### config.mk
export PLATFORM = sky130hd
export DESIGN_NAME = write_controller
export DESIGN_NICKNAME = d
export VERILOG_FILES = /design/src/rtl/write_controller_pkg.sv /design/src/rtl/write_controller.sv
export SDC_FILE = /design/constraint.sdc
export NUM_CORES = 1
export LEC_CHECK = 0
export BUFFER_PORTS_ARGS = -buffer_cell sky130_fd_sc_hd__clkbuf_2
export CORE_MARGIN = 8
export CORE_UTILIZATION = 40
export CTS_BUF_LIST = sky130_fd_sc_hd__clkbuf_4
export DETAILED_ROUTE_END_ITERATION = 12
export GPL_TIMING_DRIVEN = 0
export PLACE_DENSITY_LB_ADDON = 0.15
export SETUP_SLACK_MARGIN = 0.4
export SLEW_MARGIN = 20
export SYNTH_ARGS = -nofsm -noshare
export SYNTH_HDL_FRONTEND = slang
export SYNTH_SLANG_ARGS = --single-unit
export TNS_END_PERCENT = 30
### constraint.sdc
create_clock -name ipClk -period 2.7 [get_ports ipClk]
set_clock_uncertainty 0.15 [all_clocks]
set_input_delay 0.135 -clock ipClk [delete_from_list [all_inputs] [get_ports ipClk]]
set_output_delay 0.135 -clock ipClk [all_outputs]
set_load 0.005 [all_outputs]
### src/rtl/write_controller_pkg.sv
// Shared packet bus types and constants for the register write endpoint.
package write_controller_pkg;

  localparam logic [7:0]  READ_DEST  = 8'h00;
  localparam logic [7:0]  WRITE_DEST = 8'h01;
  localparam int unsigned DATA_BYTES = 4;

  typedef struct packed {
    logic [7:0] Source;
    logic [7:0] Destination;
    logic [7:0] Length;
    logic       SoP;
    logic       EoP;
    logic       Valid;
    logic [7:0] Data;
  } UART_PACKET;

  typedef enum logic [2:0] {
    ST_IDLE,
    ST_DATA,
    ST_DISCARD,
    ST_COMMIT,
    ST_ACK
  } wc_state_e;

endpackage

### src/rtl/write_controller.sv
// Register write endpoint: assembles address + little-endian data word from the rx stream.
// WRITE_CONTROLLER_ACK_EN adds a one-byte acknowledge packet on opTxStream.
module write_controller
  import write_controller_pkg::*;
(
  input  logic                    ipClk,
  input  logic                    ipReset,
  input  UART_PACKET              ipRxStream,
  output logic [7:0]              opWrAddress,
  output logic [8*DATA_BYTES-1:0] opWrData,
  output logic                    opWrEnable,
  output logic                    opError,
  output UART_PACKET              opTxStream,
  input  logic                    ipTxReady
);

  localparam int unsigned         CNT_W    = $clog2(DATA_BYTES);
  localparam logic [CNT_W-1:0]    LAST_IDX = CNT_W'(DATA_BYTES - 1);

  wc_state_e                 state_q, state_d;
  logic [7:0]                addr_q, addr_d;
  logic [7:0]                src_q, src_d;
  logic [8*DATA_BYTES-1:0]   word_q, word_d;
  logic [CNT_W-1:0]          cnt_q, cnt_d;
  logic [7:0]                wr_addr_q, wr_addr_d;
  logic [8*DATA_BYTES-1:0]   wr_data_q, wr_data_d;
  logic                      wr_en_q, wr_en_d;
  logic                      err_q, err_d;
  logic                      is_write_sop;

  assign is_write_sop = ipRxStream.Valid && ipRxStream.SoP &&
                        (ipRxStream.Destination == WRITE_DEST);

`ifdef WRITE_CONTROLLER_ACK_EN
  UART_PACKET tx_q, tx_d;
  logic       unused_bits;
  assign unused_bits = ^ipRxStream.Length;
  assign opTxStream  = tx_q;
`else
  logic       unused_bits;
  assign unused_bits = ^{ipRxStream.Length, ipTxReady, src_q};
  assign opTxStream  = '0;
`endif

  always_comb begin
    state_d   = state_q;
    addr_d    = addr_q;
    src_d     = src_q;
    word_d    = word_q;
    cnt_d     = cnt_q;
    wr_addr_d = wr_addr_q;
    wr_data_d = wr_data_q;
    wr_en_d   = 1'b0;
    err_d     = 1'b0;
`ifdef WRITE_CONTROLLER_ACK_EN
    tx_d      = tx_q;
`endif
    case (state_q)
      ST_IDLE: begin
        if (is_write_sop) begin
          addr_d  = ipRxStream.Data;
          src_d   = ipRxStream.Source;
          cnt_d   = '0;
          state_d = ST_DATA;
        end
      end
      ST_DATA: begin
        if (ipRxStream.Valid) begin
          if (ipRxStream.SoP) begin
            // A new start mid-request aborts the old one; a write SoP becomes the new address.
            err_d = 1'b1;
            if (is_write_sop) begin
              addr_d = ipRxStream.Data;
              src_d  = ipRxStream.Source;
              cnt_d  = '0;
            end else begin
              state_d = ST_IDLE;
            end
          end else begin
            word_d[{cnt_q, 3'b000} +: 8] = ipRxStream.Data;
            if (cnt_q == LAST_IDX) begin
              if (ipRxStream.EoP) begin
                wr_en_d   = 1'b1;
                wr_addr_d = addr_q;
                wr_data_d = word_d;
                state_d   = ST_COMMIT;
              end else begin
                err_d   = 1'b1;
                state_d = ST_DISCARD;
              end
            end else if (ipRxStream.EoP) begin
              err_d   = 1'b1;
              state_d = ST_IDLE;
            end else begin
              cnt_d = cnt_q + 1'b1;
            end
          end
        end
      end
      ST_DISCARD: begin
        if (ipRxStream.Valid && ipRxStream.EoP) begin
          state_d = ST_IDLE;
        end
      end
      ST_COMMIT: begin
`ifdef WRITE_CONTROLLER_ACK_EN
        tx_d.Source      = WRITE_DEST;
        tx_d.Destination = src_q;
        tx_d.Length      = 8'd1;
        tx_d.SoP         = 1'b1;
        tx_d.EoP         = 1'b1;
        tx_d.Valid       = 1'b1;
        tx_d.Data        = addr_q;
        state_d          = ST_ACK;
`else
        state_d = ST_IDLE;
`endif
      end
`ifdef WRITE_CONTROLLER_ACK_EN
      ST_ACK: begin
        if (ipTxReady) begin
          tx_d    = '0;
          state_d = ST_IDLE;
        end
      end
`endif
      default: state_d = ST_IDLE;
    endcase
  end

  always_ff @(posedge ipClk) begin
    if (ipReset) begin
      state_q   <= ST_IDLE;
      addr_q    <= '0;
      src_q     <= '0;
      word_q    <= '0;
      cnt_q     <= '0;
      wr_addr_q <= '0;
      wr_data_q <= '0;
      wr_en_q   <= 1'b0;
      err_q     <= 1'b0;
`ifdef WRITE_CONTROLLER_ACK_EN
      tx_q      <= '0;
`endif
    end else begin
      state_q   <= state_d;
      addr_q    <= addr_d;
      src_q     <= src_d;
      word_q    <= word_d;
      cnt_q     <= cnt_d;
      wr_addr_q <= wr_addr_d;
      wr_data_q <= wr_data_d;
      wr_en_q   <= wr_en_d;
      err_q     <= err_d;
`ifdef WRITE_CONTROLLER_ACK_EN
      tx_q      <= tx_d;
`endif
    end
  end

  assign opWrAddress = wr_addr_q;
  assign opWrData    = wr_data_q;
  assign opWrEnable  = wr_en_q;
  assign opError     = err_q;

endmodule

# Yosys cells after proc, flatten, opt, wreduce, memory -nomap -nowiden
# Cells that the tools add are included.
[classes]
addsub = 2
eq_ne = 12
shift = 2
mux = 24
bitwise_logic = 4
reduce_logical = 12
[op_table]
columns = ["cell", "count"]
rows = [
  ["$bwmux 32", 1],
  ["$shift 8x7->32 const A", 1],
  ["$shiftx 8x7->32", 1],
  ["$mux 8", 3],
  ["$mux 3", 7],
  ["$pmux 8 s2", 1],
  ["$mux 2", 5],
  ["$reduce_and 5->1", 2],
  ["$ne 3x3->1 const B", 3],
  ["$pmux 3 s3", 1],
  ["$eq 8x1->1 const B", 1],
  ["$ne 2x2->1 const B", 4],
  ["$neg 5->7", 1],
  ["$reduce_and 3->1", 2],
  ["$mux 1", 5],
  ["$reduce_or 5->1", 1],
  ["$ne 4x4->1 const B", 1],
  ["$not 1->1", 4],
  ["$pmux 2 s2", 1],
  ["$reduce_and 4->1", 1],
  ["$eq 3x1->1 const B", 1],
  ["$eq 3x2->1 const B", 1],
  ["$logic_and 1x1->1", 3],
  ["$logic_not 3->1", 1],
  ["4 further kinds", 4],
]
[totals]
regBits = 87
inputBits = 38

# Depth between registers and ports, before layout
# Gate-level depths: netlist (run 1).
[depth]
word_depth = 6
ltp_mapped = 7
depth_no_buf = 5

# Worst setup path before layout (run 1)
# Ideal clock, no wire load.
[synth_path]
path_type = "register to register"
startpoint = "reg cnt_q[0]"
endpoint = "reg wr_data_q[30] (netlist: opWrData[30])"
setup_time_ns = 0.091
arrival_ns = 1.730
setup_slack_ns = 0.730
path_stages_with_launch = 7
cell_sequence = "dfxtp_1 inv_1 ha_1 nor3b_2 buf_4 nand3_1 a311oi_1"
[synth_via]
elab_chain_len = 3
[synth_rtl]
columns = ["element", "line", "rtl"]
rows = [
  ["start, declared", "write_controller.sv:24", "logic [CNT_W-1:0] cnt_q, cnt_d;"],
  ["start signal, assigned", "write_controller.sv:150", "cnt_q <= cnt_d;"],
  ["$neg 5->7", "write_controller.sv:80", "word_d[{cnt_q, 3'b000} +: 8] = ipRxStream.Data;"],
  ["$shiftx 8x7->32 / $shift 8x7->32 (equally long branches)", "write_controller.sv:80", ""],
  ["$bwmux 32", "write_controller.sv:80", ""],
  ["end signal, assigned", "write_controller.sv:152", "wr_data_q <= wr_data_d;"],
  ["end, declared", "write_controller.sv:26", "logic [8*DATA_BYTES-1:0] wr_data_q, wr_data_d;"],
]
# Parallel ways exist; a longest one is shown, timed or not.
# A chain may end at the register's enable or synchronous reset.

# Worst setup path after layout (run 1)
[layout_path]
startpoint = "in ipReset"
endpoint = "reg err_q (netlist: opError)"
[layout_via]
elab_chain_len = 1
[layout_rtl]
columns = ["element", "line", "rtl"]
rows = [
  ["start, declared", "write_controller.sv:7", "input logic ipReset,"],
  ["$reduce_or 3->1 (no source line)", "-", ""],
  ["end signal, assigned", "write_controller.sv:154", "err_q <= err_d;"],
  ["end, declared", "write_controller.sv:28", "logic err_q, err_d;"],
]
# No other way between the ends.

==> flow_summary.toml, run 1 <==
[yosys]
ys.flop_type = "dfxtp_1"
synth_edf_count = 0
syn_avg_cell_area_um2 = 8.63
syn_area_mm2 = 0.00400
postSynthCellCount = 463
seq_area_frac_synth_pct = 43.1
ys_seq_elements = 86
ys_types = 38
yosysWarnings = 0
synthArstFlopShare_pct = 0

[power]
p_leak_nw = 1.87
clockPowerShare_pct = 30.0
ir_drop_uv = 182
switching_power_w = 0.000507
seqPwrFrac_pct = 62.3
p_int_w = 0.00153
power_per_cell_area_mw_per_mm2 = 413
combPwrFrac_pct = 7.7
swShare_pct = 24.9

[floorplanning]
rows = 36
die_area_mm2 = 0.0134
die_w_um = 116
core_region_area_mm2 = 0.00973
io_pins = 115
fp.dieH_um = 116
start_util_pct = 41.1

[worst_setup_path]
cp-start-kind = "input port"
crit_type = "in2reg"
worstPathMaxFanout = 10
cp.arrival_ns = 2.42
end_kind = "flip-flop"
crit_required_ns = 2.86

[clock_network]
cts_max_level = 3
path_clk_slew_ns = 0.13
cts_setup_buffers = 0
cts_tree = "built"
cts_buffers = 9
insertion_delay_ns = 0.42
clock-sinks = 86
cts_buffer_depth = 2
cts_root_buffer = "clkbuf_4"

[sta]
hold_violations = 0
finalSetupViolCount = 0
period_share_pct = 83.6
maxSlewViolCount = 0
setup_tns_ns = 0
min_period_ns = 2.26
rsz0062_at_grt = "yes"
fmax_mhz = 443
slew_headroom_pct = 58.9
worst_pin_slew_ns = 0.617

[finish]
utilization_pct = 50.7
nNetsFinal = 635
drive_gt1_share_pct = 23.5
most-common-layout-cells = "85 x dfxtp_1, 72 x a21oi_1, 66 x clkbuf_2, 36 x buf_4, 35 x conb_1"
finalInstanceArea_mm2 = 0.00493
instances_no_fill = 729
syn_to_final_growth_pct = 23.4
seq_area_mm2 = 0.00172
fill_cells = 972
multiInputGateArea_mm2 = 0.00195
layout_commonest_cell = "dfxtp_1"

[global_routing]
antenna_found_initial = 1
grt_pass1_vias = 3569
grt_overflow = 0
grt_use_total_pct = 17.3
grt_pass1_wl_mm = 18.4
grt_max_degree = 14

[routing]
drt_iter0_drc = 213
wl_per_cell_um = 16.0
antenna_left = 0
first_pass_iters = 4
vias = 3713
vias_per_cell = 5.09
wl_mm = 11.7
drc_errors = 0

[run_status]
status = "finished, final reports clean"

[placement]
place.gp.congestion = 0.795
place_inst = 692
place_hpwl_mm = 8.27
numPortBuffers = 62
placed_area_mm2 = 0.00460

[hold_path]
min_path_type = "in2reg"

[job]
cap_violations = 0
final timing paths:
path | depth (start not counted) | to | startpoint | slack (ns)
max | 6 | opError | ipReset | 0.44
min | 5 | addr_q[6] | ipRxStream[24] | 0.09
max reg2reg | 7 | opWrData[8] | cnt_q[0] | 0.52
min reg2reg | 2 | opWrAddress[0] | addr_q[0] | 0.32
per-stage QoR:
step | hold WS (ns) | power [W] | setup WS [ns]
after CTS | 0.0651 | 0.00204 | 0.413
after global routing | 0.0850 | 0.00210 | 0.384
after detailed placement | 0.281 | 0.00143 | 0.0510
final | 0.0863 | 0.00204 | 0.443
after global placement | 0.282 | 0.00143 | 0.0992
after floorplan | 0.107 | 0.00138 | 0.730
worst max-delay path, cell delays in order:
cell           delay [ns]
dlygate4sd3_1        0.53
clkbuf_2             0.16
clkbuf_1             0.37
clkbuf_1             0.53
nor3_1               0.12
dlygate4sd3_1        0.57
power groups by stage:
stage,Clock (W),Combinational [W],Sequential [W]
finish,0.000612,0.000156,0.00127
global route,0.000662,0.000169,0.00127
CTS,0.000623,0.000150,0.00127
detailed placement,0,0.000131,0.00130
global placement,0,0.000131,0.00130
floorplan,0,0.0000825,0.00130
flip-flops by register name (all words and copies together), names as in the netlist:
name,count
opWrData,32
word_q,32
addr_q,8
opWrAddress,8
cnt_q,2
state_q,2
opError,1
opWrEnable,1
cells in the mapped netlist, types with 2 or more instances:
| cell type | instances | area share, % |
|---|---|---|
| nand2_1 | 17 | 1.6 |
| mux2i_1 | 8 | 2.0 |
| a211oi_1 | 34 | 6.4 |
| a21oi_1 | 72 | 9.0 |
| nand2b_1 | 17 | 2.7 |
| nor3_1 | 2 | 0.25 |
| nor4bb_1 | 2 | 0.50 |
| nand4b_1 | 2 | 0.44 |
| o21ai_0 | 24 | 3.0 |
| ha_1 | 7 | 2.2 |
| nor2b_1 | 16 | 2.5 |
| buf_4 | 36 | 6.8 |
| inv_1 | 6 | 0.56 |
| nand3_1 | 25 | 3.1 |
| clkbuf_1 | 23 | 2.2 |
| dfxtp_1 | 86 | 43 |
| nand4_1 | 16 | 2.5 |
| buf_2 | 16 | 2.0 |
| a311oi_1 | 16 | 3.5 |
| nor2_1 | 20 | 1.9 |
routing by layer:
layer / global-route usage, % / routed length (µm) / vias to the layer above
li1: - / - / 1861
met1: 22.1 / 5100 / 1709
met2: 28.5 / 5480 / 127
met3: 3.07 / 881 / 16
met4: 6.40 / 198 / 0
met5: 0 / 0 / -
timing repair:
item / in CTS / in global routing
gates resized for setup: 4 / 10
endpoints found under the hold margin: 46 / 0
hold buffers: 20 / 0
setup endpoints to repair: 32 / 33
pin swaps: 0 / 0
gates cloned: 0 / 0
logic make-up after synthesis:
family	synth area share (%)
compound gates	22.7
simple gates	18.1
flops	43.1
mux	2.00
buf+inv	11.9
other cells	0.0938
fa+ha+maj	2.19
final cells by class:
class                      count  share of cell area, %
antenna                        1                 0.0507
buffer                        77                   9.31
clock buffer                  10                   1.52
clock inverter                 6                  0.583
inverter                       6                  0.457
multi-input combinational    328                   39.4
sequential                    86                   34.9
tap                          133                   3.37
timing repair buffer          82                   10.3
(Power assumes the default switching activity.)
==> run 2, diff against run 1 <==
Clock period 2.7 ns to 2.25 ns, I/O delays scaled along.
==> flow_summary.toml, run 2 (synthesized netlist as in run 1, its figures left out) <==
[global_routing]
grt_overflow = 0
antenna_found_initial = 1
grt_max_degree = 15
grt_pass1_vias = 3818
grt_pass1_wl_mm = 19.3
grt_use_total_pct = 18.4

[sta]
period_share_pct = 81.8
maxSlewViolCount = 0
min_period_ns = 1.84
finalSetupViolCount = 0
fmax_mhz = 543
slew_headroom_pct = 60.0
holdWs_ns = 0.0744
worst_pin_slew_ns = 0.599
hold_violations = 0
rsz0062_at_grt = "yes"

[routing]
antenna_left = 0
vias = 3818
first_pass_iters = 4
drc_errors = 0
drt_iter0_drc = 241
wl_per_cell_um = 16.6
wl_mm = 12.3
vias_per_cell = 5.17

[clock_network]
clock-sinks = 86
insertion_delay_ns = 0.44
cts_buffers = 9
cts_root_buffer = "clkbuf_4"
cts_buffer_depth = 2
cts_tree = "built"
cts_max_level = 3
path_clk_slew_ns = 0.14

[power]
p_leak_nw = 2.00
ir_drop_uv = 425
power_per_cell_area_mw_per_mm2 = 517

[placement]
numPortBuffers = 62
place.gp.congestion = 0.828
placed_area_mm2 = 0.00462
place_hpwl_mm = 8.44

[worst_setup_path]
critical-path-max-stage-delay_ns = 0.40
cp_top_family = "buffers and inverters"
crit_required_ns = 2.47
crit_slowest_cell = "dfxtp_4"
crit_chain = "ha_1 > clkbuf_1 > clkbuf_1 > nand3_1 > a311oi_1"
cp-start-kind = "flip-flop"
critPathMostFrequentCell = "clkbuf_1"
end_kind = "flip-flop"
crit_type = "reg2reg"
worstPathMaxFanout = 10
crit_buf_inv = 2
cp.arrival_ns = 2.06

[floorplanning]
start_util_pct = 41.1
die_w_um = 116
io_pins = 115
rows = 36
core_region_area_mm2 = 0.00973
die_area_mm2 = 0.0134
fp.dieH_um = 116

[finish]
drive_gt1_share_pct = 30.0
finalInstanceArea_mm2 = 0.00526
most-common-layout-cells = "84 x dfxtp_1, 68 x clkbuf_2, 65 x a21oi_1, 45 x buf_4, 35 x conb_1"
nNetsFinal = 644
utilization_pct = 54.1
syn_to_final_growth_pct = 31.6
layout_commonest_cell = "dfxtp_1"

[run_status]
status = "finished, final reports clean"

[job]
cap_violations = 0

[hold_path]
min_path_type = "in2reg"
## run 2: final timing paths
path / cells after the start / startpoint / slack (ns) / end
max: 5 / cnt_q[0] / 0.41 / opWrData[31]
min: 5 / ipRxStream[20] / 0.07 / addr_q[3]
max reg2reg: 5 / cnt_q[0] / 0.41 / opWrData[31]
min reg2reg: 2 / word_q[30] / 0.33 / opWrData[30]
## run 2: per-layer routing
layer  vias up  routed length (µm)  track usage [%]  share of wire [%]
li1       1875                   -                -                  -
met4         0                 148             6.05                1.2
met3        12                 852             3.54                6.9
met1      1818                5160             22.5                 42
met5         -                   0                0                  0
met2       113                6120             31.6                 50
## run 2: tightest hold or removal path: cells and delay by family
family / cells / cell delay, ns
buffers and inverters: 2 / 0.22
and+or+nand+nor: 2 / 0.18
muxes: 1 / 0.11
## run 2: power breakdown
part           internal [W]  switching, W
Clock              0.000462      0.000542
Sequential          0.00152   0.000000102
Combinational     0.0000906      0.000105
## run 2: repair_timing
action	CTS	global route
hold endpoints to repair	46	0
setup buffers	6	2
gates resized for setup	33	29
hold buffers	20	0
pin swaps	3	17
setup endpoints to repair	73	74
cloned	0	1
## run 2: layout make-up
type                       count  area (µm²)
fill                         932        4470
multi-input combinational    328        2050
sequential                    86        1730
timing repair buffer          91         608
buffer                        77         513
tap                          133         166
clock inverter                 6        85.1
clock buffer                  10        75.1
inverter                       6        31.3
antenna                        1        2.50
## run 2: metrics by stage
step                TNS (ns)  cells  worst slack, ns  total power, W
floorplan                  0    497            0.425         0.00166
global placement      -12.38    692           -0.453         0.00172
detailed placement    -12.50    692           -0.456         0.00172
CTS                        0    734            0.384         0.00272
global route               0    738            0.323         0.00281
finish                     0    738            0.409         0.00272
==> run 3, diff against run 2 <==
Clock period 2.25 ns to 1.55 ns, I/O delays scaled along.
==> flow_summary.toml, run 3 (synthesized netlist as in run 1, its figures left out) <==
[routing]
first_pass_iters = 5
drt_iter0_drc = 249
drc_errors = 0
wl_per_cell_um = 16.9
wl_mm = 12.5
vias_per_cell = 5.18
antenna_left = 0
vias = 3828

[worst_setup_path]
crit_required_ns = 1.76
cp-start-kind = "flip-flop"
crit_chain = "inv_6 > ha_4 > nor4bb_4 > buf_6 > a21oi_2 > a211oi_2"
crit_buf_inv = 2
end_kind = "flip-flop"
critical-path-max-stage-delay_ns = 0.43
crit_type = "reg2reg"
crit_slowest_cell = "dfxtp_4"
worstPathMaxFanout = 8
cp_top_family = "flip-flops"
cp.arrival_ns = 1.99

[global_routing]
grt_pass1_vias = 3757
grt_max_degree = 16
antenna_found_initial = 0
grt_overflow = 0
grt_use_total_pct = 18.2
grt_pass1_wl_mm = 19.2

[sta]
min_period_ns = 1.78
finalSetupViolCount = 67
holdWs_ns = -0.114
slew_headroom_pct = 53.5
maxSlewViolCount = 0
fmax_mhz = 561
period_share_pct = 115
hold_violations = 1
postLayoutSetupSlackWorst_ns = -0.231
worst_pin_slew_ns = 0.697
rsz0062_at_grt = "yes"

[placement]
numPortBuffers = 62
dp_slack_ns = -0.554
placed_area_mm2 = 0.00468
place_hpwl_mm = 8.42
place.gp.congestion = 0.789

[finish]
finalInstanceArea_mm2 = 0.00555
syn_to_final_growth_pct = 38.9
most-common-layout-cells = "82 x dfxtp_1, 65 x clkbuf_2, 62 x a21oi_1, 53 x buf_4, 35 x conb_1"
layout_commonest_cell = "dfxtp_1"
utilization_pct = 57.1
drive_gt1_share_pct = 37.6
antenna_cells = 0
nNetsFinal = 646

[floorplanning]
start_util_pct = 41.1
die_w_um = 116
fp.dieH_um = 116
core_region_area_mm2 = 0.00973
die_area_mm2 = 0.0134
rows = 36
io_pins = 115

[clock_network]
cts_tree = "built"
cts_buffer_depth = 2
cts_max_level = 3
cts_hold_buf = 12
clock-sinks = 86
cts_root_buffer = "clkbuf_4"
insertion_delay_ns = 0.44
cts_buffers = 9
path_clk_slew_ns = 0.13

[power]
power_per_cell_area_mw_per_mm2 = 657
p_leak_nw = 2.07
finalPower_w = 0.00365
ir_drop_uv = 398

[run_status]
status = "finished with violations"
violations = "negative hold slack, negative setup slack"

[hold_path]
min_path_type = "in2reg"

[job]
cap_violations = 0
## run 3: repair_timing
item,4_1_cts,5_1_grt
hold endpoints to repair,48,1
pin swaps,43,22
setup buffers,12,3
resized for setup,71,63
setup endpoints to repair,119,126
cloned,4,0
## run 3: path summary, 6_finish.rpt
path,from,to,slack (ns),depth (start not counted)
worst max-delay path,cnt_q[0],word_q[4],-0.23,6
worst min-delay path,ipRxStream[25],state_q[0],-0.11,4
worst max register to register,cnt_q[0],word_q[4],-0.23,6
worst min register to register,addr_q[0],opWrAddress[0],0.33,2
## run 3: final cells by class
type / instances / area, µm²
fill: 910 / 4180
multi-input combinational: 328 / 2310
sequential: 86 / 1740
timing repair buffer: 93 / 598
buffer: 77 / 588
tap: 133 / 166
clock buffer: 9 / 67.6
clock inverter: 7 / 48.8
inverter: 6 / 35.0
## run 3: metrics by stage
step | instances | TNS (ns)
after floorplan | 497 | -3.88
after global placement | 692 | -26.90
after detailed placement | 692 | -27.04
after CTS | 736 | -10.34
after global routing | 739 | -15.52
final | 739 | -10.62
## run 3: power breakdown
group / total, W / internal (W) / switching, W / leakage (nW)
clock network: 0.00115 / 0.000329 / 0.000822 / 0.0560
logic: 0.000294 / 0.000128 / 0.000167 / 1.32
registers: 0.00220 / 0.00220 / 0.000000172 / 0.695
total: 0.00365 / 0.00266 / 0.000988 / 2.07
## run 3: layer usage
metal  part of all wire, %  up-vias  GRT usage [%]
met3                   6.1       15           2.87
met4                   1.2        0           6.05
met2                    48      112           30.5
met5                     0        -              0
li1                      -     1881              -
met1                    45     1820           23.2
## run 3: worst reg2reg max path, delay by kind of cell (launching register included)
family | cells | cell delay (ns)
flip-flops | 1 | 0.43
AO/OA/AOI/OAI | 2 | 0.30
AND/OR/NAND/NOR | 1 | 0.27
buffers and inverters | 2 | 0.28
adder cells (fa/ha/maj) | 1 | 0.27
